--- src/rtl/uart_rx_cmd_ctrl.sv ---
// UART command controller: decodes RX bytes into register-file writes/reads and ALU
// operations, and pushes read/ALU results back out through the TX FIFO.
module uart_rx_cmd_ctrl #(
   parameter int DATA_WIDTH = 8,
   parameter int ADDR_WIDTH = 4
) (
   input  logic                      i_clk,
   input  logic                      i_rst,
   input  logic [DATA_WIDTH-1:0]     i_rx_data,
   input  logic                      i_rx_data_valid,
   output logic [ADDR_WIDTH-1:0]     o_rf_addr,
   output logic                      o_rf_wr_en,
   output logic [DATA_WIDTH-1:0]     o_rf_wr_data,
   output logic                      o_rf_rd_en,
   input  logic [DATA_WIDTH-1:0]     i_rf_rd_data,
   input  logic                      i_rf_rd_valid,
   output logic                      o_alu_en,
   output logic [3:0]                o_alu_fun,
   output logic                      o_clk_gate_en,
   input  logic [2*DATA_WIDTH-1:0]   i_alu_out,
   input  logic                      i_alu_valid,
   output logic [DATA_WIDTH-1:0]     o_tx_data,
   output logic                      o_tx_valid,
   input  logic                      i_tx_full,
   output logic                      o_cmd_error
);

   localparam logic [DATA_WIDTH-1:0] CMD_WR   = DATA_WIDTH'(8'hAA);
   localparam logic [DATA_WIDTH-1:0] CMD_RD   = DATA_WIDTH'(8'hBB);
   localparam logic [DATA_WIDTH-1:0] CMD_ALU  = DATA_WIDTH'(8'hCC);
   localparam logic [DATA_WIDTH-1:0] CMD_FUN  = DATA_WIDTH'(8'hDD);
   localparam logic [ADDR_WIDTH-1:0] ADDR_ONE = {{(ADDR_WIDTH-1){1'b0}}, 1'b1};

   typedef enum logic [3:0] {
      IDLE, WR_ADDR, WR_DATA, RD_ADDR, RD_WAIT, ALU_A, ALU_B,
      ALU_FUN, ALU_WAIT, TX_LO, TX_HI
   } state_t;

   state_t                    state, state_next;
   logic                      dv_q;
   logic                      rx_block_q;
   logic                      accept;
   logic [ADDR_WIDTH-1:0]     wr_addr_q, wr_addr_next;
   logic [2*DATA_WIDTH-1:0]   result_q, result_next;
   logic                      two_byte_q, two_byte_next;
   logic [ADDR_WIDTH-1:0]     rf_addr_next;
   logic                      rf_wr_en_next;
   logic [DATA_WIDTH-1:0]     rf_wr_data_next;
   logic                      rf_rd_en_next;
   logic                      alu_en_next;
   logic [3:0]                alu_fun_next;
   logic                      clk_gate_en_next;
   logic [DATA_WIDTH-1:0]     tx_data_next;
   logic                      tx_valid_next;
   logic                      cmd_error_next;

   // rx_block_q keeps a valid level that straddles reset from being taken as a new byte
   assign accept = i_rx_data_valid & ~dv_q & ~rx_block_q;

   // Next-state and next-output decode
   always_comb begin
      state_next      = state;
      wr_addr_next    = wr_addr_q;
      result_next     = result_q;
      two_byte_next   = two_byte_q;
      rf_addr_next    = o_rf_addr;
      rf_wr_en_next   = 1'b0;
      rf_wr_data_next = o_rf_wr_data;
      rf_rd_en_next   = 1'b0;
      alu_en_next     = 1'b0;
      alu_fun_next    = o_alu_fun;
      tx_data_next    = o_tx_data;
      tx_valid_next   = 1'b0;
      cmd_error_next  = 1'b0;
      case (state)
         IDLE: begin
            if (accept) begin
               case (i_rx_data)
                  CMD_WR:  state_next = WR_ADDR;
                  CMD_RD:  state_next = RD_ADDR;
                  CMD_ALU: state_next = ALU_A;
                  CMD_FUN: state_next = ALU_FUN;
                  default: cmd_error_next = 1'b1;
               endcase
            end else begin
               state_next = IDLE;
            end
         end
         WR_ADDR: begin
            if (accept) begin
               wr_addr_next = i_rx_data[ADDR_WIDTH-1:0];
               state_next   = WR_DATA;
            end else begin
               state_next = WR_ADDR;
            end
         end
         WR_DATA: begin
            if (accept) begin
               rf_wr_en_next   = 1'b1;
               rf_addr_next    = wr_addr_q;
               rf_wr_data_next = i_rx_data;
               state_next      = IDLE;
            end else begin
               state_next = WR_DATA;
            end
         end
         RD_ADDR: begin
            if (accept) begin
               rf_rd_en_next = 1'b1;
               rf_addr_next  = i_rx_data[ADDR_WIDTH-1:0];
               state_next    = RD_WAIT;
            end else begin
               state_next = RD_ADDR;
            end
         end
         RD_WAIT: begin
            cmd_error_next = accept;
            if (i_rf_rd_valid) begin
               result_next   = {{DATA_WIDTH{1'b0}}, i_rf_rd_data};
               two_byte_next = 1'b0;
               state_next    = TX_LO;
            end else begin
               state_next = RD_WAIT;
            end
         end
         ALU_A, ALU_B: begin
            if (accept) begin
               rf_wr_en_next   = 1'b1;
               rf_addr_next    = (state == ALU_A) ? {ADDR_WIDTH{1'b0}} : ADDR_ONE;
               rf_wr_data_next = i_rx_data;
               state_next      = (state == ALU_A) ? ALU_B : ALU_FUN;
            end else begin
               state_next = state;
            end
         end
         ALU_FUN: begin
            if (accept) begin
               alu_fun_next = i_rx_data[3:0];
               alu_en_next  = 1'b1;
               state_next   = ALU_WAIT;
            end else begin
               state_next = ALU_FUN;
            end
         end
         ALU_WAIT: begin
            cmd_error_next = accept;
            if (i_alu_valid) begin
               result_next   = i_alu_out;
               two_byte_next = 1'b1;
               state_next    = TX_LO;
            end else begin
               state_next = ALU_WAIT;
            end
         end
         TX_LO, TX_HI: begin
            cmd_error_next = accept;
            if (!i_tx_full) begin
               tx_valid_next = 1'b1;
               tx_data_next  = (state == TX_LO) ? result_q[DATA_WIDTH-1:0]
                                                : result_q[2*DATA_WIDTH-1:DATA_WIDTH];
               state_next    = (state == TX_LO && two_byte_q) ? TX_HI : IDLE;
            end else begin
               state_next = state;
            end
         end
         default: state_next = IDLE;
      endcase
      // Derived from the next state so the registered enable tracks the current state
      clk_gate_en_next = (state_next == ALU_FUN) || (state_next == ALU_WAIT);
   end

   // State, captured data and registered outputs
   always_ff @(posedge i_clk) begin
      if (i_rst) begin
         state         <= IDLE;
         dv_q          <= 1'b0;
         rx_block_q    <= 1'b1;
         wr_addr_q     <= {ADDR_WIDTH{1'b0}};
         result_q      <= {(2*DATA_WIDTH){1'b0}};
         two_byte_q    <= 1'b0;
         o_rf_addr     <= {ADDR_WIDTH{1'b0}};
         o_rf_wr_en    <= 1'b0;
         o_rf_wr_data  <= {DATA_WIDTH{1'b0}};
         o_rf_rd_en    <= 1'b0;
         o_alu_en      <= 1'b0;
         o_alu_fun     <= 4'h0;
         o_clk_gate_en <= 1'b0;
         o_tx_data     <= {DATA_WIDTH{1'b0}};
         o_tx_valid    <= 1'b0;
         o_cmd_error   <= 1'b0;
      end else begin
         state         <= state_next;
         dv_q          <= i_rx_data_valid;
         rx_block_q    <= rx_block_q & i_rx_data_valid;
         wr_addr_q     <= wr_addr_next;
         result_q      <= result_next;
         two_byte_q    <= two_byte_next;
         o_rf_addr     <= rf_addr_next;
         o_rf_wr_en    <= rf_wr_en_next;
         o_rf_wr_data  <= rf_wr_data_next;
         o_rf_rd_en    <= rf_rd_en_next;
         o_alu_en      <= alu_en_next;
         o_alu_fun     <= alu_fun_next;
         o_clk_gate_en <= clk_gate_en_next;
         o_tx_data     <= tx_data_next;
         o_tx_valid    <= tx_valid_next;
         o_cmd_error   <= cmd_error_next;
      end
   end

endmodule

--- config.mk ---
export PLATFORM = sky130hd
export DESIGN_NAME = uart_rx_cmd_ctrl
export DESIGN_NICKNAME = d
export VERILOG_FILES = /design/src/rtl/uart_rx_cmd_ctrl.sv
export SDC_FILE = /design/constraint.sdc
export NUM_CORES = 1
export LEC_CHECK = 0
export CAP_MARGIN = 30
export CELL_PAD_IN_SITES_DETAIL_PLACEMENT = 0
export CELL_PAD_IN_SITES_GLOBAL_PLACEMENT = 1
export CORE_ASPECT_RATIO = 0.7
export CORE_UTILIZATION = 33
export DETAILED_ROUTE_END_ITERATION = 8
export PLACE_DENSITY_LB_ADDON = 0.3
export SYNTH_ARGS = -nofsm -noshare
export SYNTH_HDL_FRONTEND = slang
export SYNTH_SLANG_ARGS = --single-unit
--- constraint.sdc ---
create_clock -name i_clk -period 1.7 [get_ports i_clk]
set_clock_uncertainty 0.1 [all_clocks]
set_input_delay 0.17 -clock i_clk [delete_from_list [all_inputs] [get_ports i_clk]]
set_output_delay 0.17 -clock i_clk [all_outputs]
set_load 0.05 [all_outputs]
==> flow_metrics.py <==
metrics = {
    "cells_and_area": {
        "postLayoutCellArea_um2": 4103,
        "final_cells": 495,
        "area.sequential_um2": 1150,
        "n_antenna_cell": 0,
        "drive_above_1_share_pct": 34.51,
        "area_growth_pct": 57.34,
        "fill_cells": 696,
        "fin_nets": 431,
        "multiInputGateArea_um2": 1475,
    },
    "synth": {
        "synth_edf_count": 0,
        "synthFlopType": "dfxtp_1",
        "synth_seq_area_share_pct": 43.76,
        "ys_warn_count": 0,
        "synth.distinct_cells": 43,
        "netlist_instances": 285,
        "avgSynthCellArea_um2": 9.149,
        "synthArstFlopShare_pct": 0,
        "synth_seq_cells": 57,
        "syn_area_um2": 2608,
        "synth_nets": 323,
    },
    "floorplan": {
        "io_pins": 68,
        "die_w_um": 108.2,
        "initial_core_util_pct": 34.85,
        "std_cell_rows": 26,
        "die_y_um": 76.37,
        "core_um2": 7482,
        "die_area_um2": 8267,
    },
    "sta": {
        "worst_slack_ns": -0.07403,
        "hold_viol": 0,
        "finalSetupViolations": 2,
        "drv_slew": 0,
        "max-slew-margin-rel_pct": 76.39,
        "fin_crit_ns": 1.774,
        "worst_pin_slew_ns": 0.3512,
        "fin_crit_sh_pct": 104.4,
        "fmax_mhz": 563.7,
        "rsz0062_at_grt": "yes",
    },
    "grt": {
        "antenna_found_initial": 0,
        "grt_max_degree": 23,
        "gr-usage-met3_pct": 6.758,
        "grt_use_met2_pct": 22.42,
        "grt_pass1_vias": 2202,
        "met1_usage_pct": 26.65,
        "grt_pass1_wl_mm": 11.10,
        "busiest_layer": "met1",
        "grt.overflow.total": 0,
        "grtUsageTotal_pct": 17.95,
    },
    "critical_path": {
        "rr_startpoint": "rx_block_q",
        "worstPathRequired_ns": 1.85,
        "path_cells": "nor3b_4 -> nand3_2 -> nor3_4 -> a211oi_2 -> or3_1 -> mux2i_1",
        "worstSetupPathType": "flip-flop to flip-flop",
        "path_buf_inv": 0,
        "crit_path_end_kind": "flip-flop",
        "reg2reg_slack_ns": -0.07,
        "r2r.worst_path.cells": 6,
        "cp-start-kind": "flip-flop",
        "crit_fanout": 3,
        "slowest_stage": "dfxtp_4",
        "critical-path-max-stage-delay_ns": 0.35,
        "r2r_end": "o_clk_gate_en",
        "cp_data_arrival_time_ns": 1.92,
        "cpLargestDelayFamily": "simple AND/OR/NAND/NOR gates",
        "crit_start": "rx_block_q",
    },
    "worst_hold_path": {
        "min-delay-start": "i_rst",
        "worstHoldPathType": "input pin to flip-flop",
        "min_path_cells": 2,
        "hold_end": "o_tx_data[4]",
    },
    "routing": {
        "drcViolationCount": 0,
        "firstDrtPassIters": 4,
        "drt-total-wl_mm": 7.286,
        "drt_iter0_drc": 123,
        "routedWlPerCell_um": 14.72,
        "vias": 2416,
        "viasPerCell": 4.881,
        "antenna_left": 0,
    },
    "clock_tree": {
        "htree_levels": 3,
        "clkSlewWorstSetupHoldPaths_ns": 0.05,
        "tritoncts": "built",
        "clkLatencyLatePin_ns": 0.32,
        "clkSinkCount": 57,
        "clockRootBuffer": "clkbuf_16",
        "cts_buffers": 9,
        "clockBufferDepth": 2,
    },
    "placement": {
        "dpl.cell_count": 473,
        "place_ws_ns": -0.5244,
        "placed_cell_area_um2": 3602,
        "gp_congestion": 0.8478,
        "port_buffers": 67,
        "dp_hpwl_mm": 5.149,
    },
    "run": {
        "drv_cap": 0,
    },
    "pwr": {
        "powerDensity_nw_per_um2": 787.1,
        "p_leak_uw": 0.001620,
        "peakVddDrop_mv": 0.5906,
    },
    "status": {
        "failed_checks": "setup timing",
        "outcome": "finished, violations left",
    },
}
## layout make-up
type / instances / area share [%]
repair buffers: 118 / 25.98
inverters: 2 / 0.1830
clock buffers: 12 / 6.496
flip-flops and latches: 57 / 28.03
multi-input cells: 205 / 35.96
well taps: 98 / 2.989
clock inverters: 3 / 0.3660
## cells by family (layout without fill, tap and decap cells)
kind of cell	Yosys count	in the layout	share of synthesized area [%]
simple gates	109	109	21.45
compound gates	57	57	15.55
flops	57	57	43.76
mux	37	37	14.20
buf+inv	23	135	4.367
xor+xnor	2	2	0.6719
## worst max-delay path by stage
stage                     cells past startpoint            end
after global routing                          6  o_clk_gate_en
after global placement                        5   o_rf_addr[2]
after detailed placement                      7  o_clk_gate_en
after CTS                                     6  o_clk_gate_en
after floorplan                               6   o_rf_addr[0]
final                                         6  o_clk_gate_en
## metrics by stage
stage          power (µW)  hold WS (ns)  utilization (%)  setup TNS (ns)
6_report             3229       0.08254            54.83        -0.08721
5_1_grt              3348       0.09727            54.83         -0.5274
4_1_cts              3269       0.07597            53.58        -0.04253
3_5_place_dp         1568        0.3855            48.14          -11.84
3_3_place_gp         1568        0.3770            48.14          -11.17
2_1_floorplan        1431        0.1485                -        -0.07545
## sequential cells by signal, summed over array words and instances, names as in the netlist
signal	flops
o_rf_rd_en	1
o_tx_valid	1
two_byte_q	1
rx_block_q	1
result_q	16
dv_q	1
o_alu_en	1
o_cmd_error	1
state	4
o_rf_addr	4
o_rf_wr_en	1
o_rf_wr_data	8
wr_addr_q	4
o_tx_data	8
o_alu_fun	4
o_clk_gate_en	1
## synthesized netlist by cell type, types with 2 or more instances
library cell / n / share of area, %
nand2b_1: 4 / 0.96
or3_1: 5 / 1.2
nand3_1: 4 / 0.77
buf_4: 2 / 0.58
mux2i_1: 37 / 14
a21oi_1: 8 / 1.5
o21ai_0: 5 / 0.96
a21o_1: 2 / 0.58
clkbuf_1: 7 / 1.0
a211oi_1: 17 / 4.9
nor4_1: 3 / 0.72
nor4bb_1: 2 / 0.77
nor2_1: 60 / 8.6
nor2b_1: 5 / 1.2
nor3_1: 3 / 0.58
buf_2: 10 / 1.9
nor3_2: 2 / 0.77
inv_2: 2 / 0.29
nor3_4: 3 / 1.9
dfxtp_1: 57 / 44
nand2_1: 11 / 1.6
o211ai_1: 2 / 0.58
a22oi_1: 14 / 4.0
## routing by layer
layer / wire [µm] / vias to the layer above
li1: - / 1228
met1: 3742 / 1116
met2: 2982 / 68
met3: 481 / 4
met4: 80 / 0
met5: 0 / -
## what timing repair did
item | in CTS | in global routing
hold buffers | 0 | 0
endpoints found under the setup margin | 29 | 33
resized for setup | 23 | 17
cloned | 0 | 1
setup buffers | 5 | 1
pin swaps | 10 | 12
## cells in the final DEF, fill, tap and decap left out, types with 3 or more instances in the layout
cell / n
dfxtp_2: 4
a21oi_1: 7
nand2_1: 10
nor3_4: 5
a211oi_1: 15
or3_1: 4
a211oi_2: 3
nor4_1: 3
dfxtp_1: 52
nor2b_1: 4
clkinv_2: 3
buf_6: 5
nand2b_1: 4
mux2i_1: 35
clkdlybuf4s50_1: 31
nor2_1: 57
clkbuf_16: 10
nor2_2: 4
buf_12: 5
o21ai_0: 5
clkbuf_8: 3
dlygate4sd2_1: 5
a22oi_1: 12
buf_4: 70
## where the power goes
group	switching [µW]	internal, µW	leakage (µW)
Combinational	84.8	121	0.00101
Sequential	3.85	1340	0.000462
Clock	590	1090	0.000144
Total	679	2550	0.00162
Note: power is estimated with default switching activity, not from simulation.
==> RTL edit: new RTL, config.mk and constraints unchanged <==
Encoding of `state_t`: now one-hot (11 bits for 11 states).
--- a/src/rtl/uart_rx_cmd_ctrl.sv
+++ b/src/rtl/uart_rx_cmd_ctrl.sv
@@ -33,5 +33,5 @@
 
-   typedef enum logic [3:0] {
-      IDLE, WR_ADDR, WR_DATA, RD_ADDR, RD_WAIT, ALU_A, ALU_B,
-      ALU_FUN, ALU_WAIT, TX_LO, TX_HI
+   typedef enum logic [10:0] {
+      IDLE = 11'b00000000001, WR_ADDR = 11'b00000000010, WR_DATA = 11'b00000000100, RD_ADDR = 11'b00000001000, RD_WAIT = 11'b00000010000, ALU_A = 11'b00000100000, ALU_B = 11'b00001000000,
+      ALU_FUN = 11'b00010000000, ALU_WAIT = 11'b00100000000, TX_LO = 11'b01000000000, TX_HI = 11'b10000000000
    } state_t;
Function: same outputs for any inputs over 10 cycles, from zero or initial values and one cycle with i_rst high; not proved beyond that.
==> RTL edit against the original RTL <==
  * The flow still finishes with violations (negative setup slack)
  * Die area increased by 13%
  * Wire length grew 45%
  * Power rose by 11%
  * Worst setup slack lost 0.38 ns
  * Area after synthesis up 13%
  * Highest routed layer unchanged
  * Sequential cell count rose by 7
  * First-iteration DRC count rose by 20%
  * Non-clock buffer count increased by 52
  * Design area up 29%
==> RTL edit: results (changes against the original RTL) <==
[detailed_routing]
drt-pass1-iter-count = 4  ; unchanged
drt_iter0_drc = 147  ; was 123
vias = 3104  ; was 2416
vias_per_cell = 5.11  ; was 4.88
wire_per_inst_um = 17.3  ; was 14.7 um

[critical_path]
worstSetupEndpointType = flip-flop  ; unchanged
arrival_ns = 2.31  ; was 1.92 ns
cp_max_fo = 5  ; was 3
crit_start = state[6]$_SDFF_PP0_  ; was rx_block_q$_SDFF_PP1_
crit_slowest_cell = or4_4  ; was dfxtp_4
reg2reg_from = state[6]$_SDFF_PP0_  ; was rx_block_q$_SDFF_PP1_
crit_family = simple AND/OR/NAND/NOR gates  ; unchanged
critPathMaxStageDelay_ns = 0.55  ; was 0.35 ns

[hold_path]
hold_depth = 3  ; was 2
min_to = state[4]$_SDFF_PP0_  ; was o_tx_data[4]$_SDFFE_PP0P_

[power_and_ir_drop]
switching_share = 0.213  ; was 0.210
ir_worst_vdd_v = 0.000609  ; was 0.000591 V
p_leak_nw = 2.13  ; was 1.62 nW

[synth]
ys_seq_area_frac = 0.436  ; was 0.438
synthCells = 329  ; was 285
synthTopCellsByArea = dfxtp_1 (44%), mux2i_1 (9.5%), nor2_1 (8.2%)  ; was dfxtp_1 (44%), mux2i_1 (14%), nor2_1 (8.6%)
synthTopCellsByCount = dfxtp_1 (64), nor2_1 (64), mux2i_1 (28), a211oi_1 (19), a22oi_1 (15)  ; was nor2_1 (60), dfxtp_1 (57), mux2i_1 (37), a211oi_1 (17), a22oi_1 (14)
syn_nets = 367  ; was 323
synth_cell_types = 51  ; was 43

[grt]
grt_pass1_wl_um = 16100  ; was 11100 um
track_usage = 0.233  ; was 0.180
grt_max_degree = 40  ; was 23
grt_pass1_vias = 3046  ; was 2202

[finish]
top_regs = result_q (16), state (11)  ; was result_q (16), o_rf_wr_data (8), o_tx_data (8)
drive_above_1_share = 0.486  ; was 0.345
final_nets = 523  ; was 431

[timing]
setup_viol = 60  ; was 2
setup_ws_ns = -0.451  ; was -0.0740 ns
hold-worst-slack_ns = 0.138  ; was 0.0825 ns
finalSetupTns_ns = -17.66  ; was -0.0872 ns
worst_pin_slew_ns = 0.599  ; was 0.351 ns

[outcome]
outcome = finished with violations  ; unchanged
violations = negative setup slack  ; unchanged

[place]
placed_area_um2 = 4270  ; was 3600 um2
pre_cts_slack_ns = -0.541  ; was -0.524 ns
dp.cells = 564  ; was 473
hpwl_um = 6770  ; was 5150 um
gp_congestion = 0.973  ; was 0.848

[cts]
cts_resized = 75  ; was 23
clkLatencyLatePin_ns = 0.33
ctsRootBufferMaster = clkbuf_16  ; unchanged
postCtsSetupRepairBufs = 23  ; was 5

[RTL edit: changes by cell type after synthesis, sizes merged, moves of 3 or more]
cell,before,now
or3,5,1
nand2b,5,2
nand3,4,8
nor4,3,6
nor2,61,67
mux2i,37,28
dfxtp,57,64
nand2,11,14
nor3,8,11
a32oi,0,4
clkbuf,7,11
xnor2,1,5
o21bai,0,3
nand4,0,3
[RTL edit: logic make-up after synthesis]
| family | Yosys count | synth area share |
|---|---|---|
| mux | 28 | 0.0953 |
| simple gates | 131 | 0.227 |
| compound gates | 70 | 0.172 |
| buf+inv | 29 | 0.0489 |
| xor+xnor | 7 | 0.0208 |
| flops | 64 | 0.436 |
[RTL edit: metal layers]
layer  part of all wire  vias up  track usage
met4              0.012        0       0.0610
met1               0.47     1498        0.314
met5                  0        -            0
met2               0.45       89        0.365
met3              0.069       12       0.0687
li1                   -     1505            -
[RTL edit: worst register-to-register path: cells and delay by family (launching register included)]
family             cells  cell delay [ns]
DFF                    1             0.35
AOI/OAI and AO/OA      2             0.28
and+or+nand+nor        4             1.35
[RTL edit: power by group through the flow]
stage	clock, mW	combinational, mW	sequential, mW
finish	1.85	0.228	1.50
floorplan	0	0.0615	1.54
global route	1.97	0.241	1.50
CTS	1.87	0.220	1.50
global placement	0	0.203	1.54
detailed placement	0	0.205	1.54
[RTL edit: cell type report]
| class | instances | area, um2 |
|---|---|---|
| multi-input cells | 237 | 1990 |
| inverters | 3 | 11.3 |
| repair buffers | 170 | 1530 |
| clock inverters | 3 | 42.5 |
| flip-flops and latches | 64 | 1300 |
| well taps | 120 | 150 |
| clock buffers | 11 | 253 |
| fillers | 729 | 3270 |
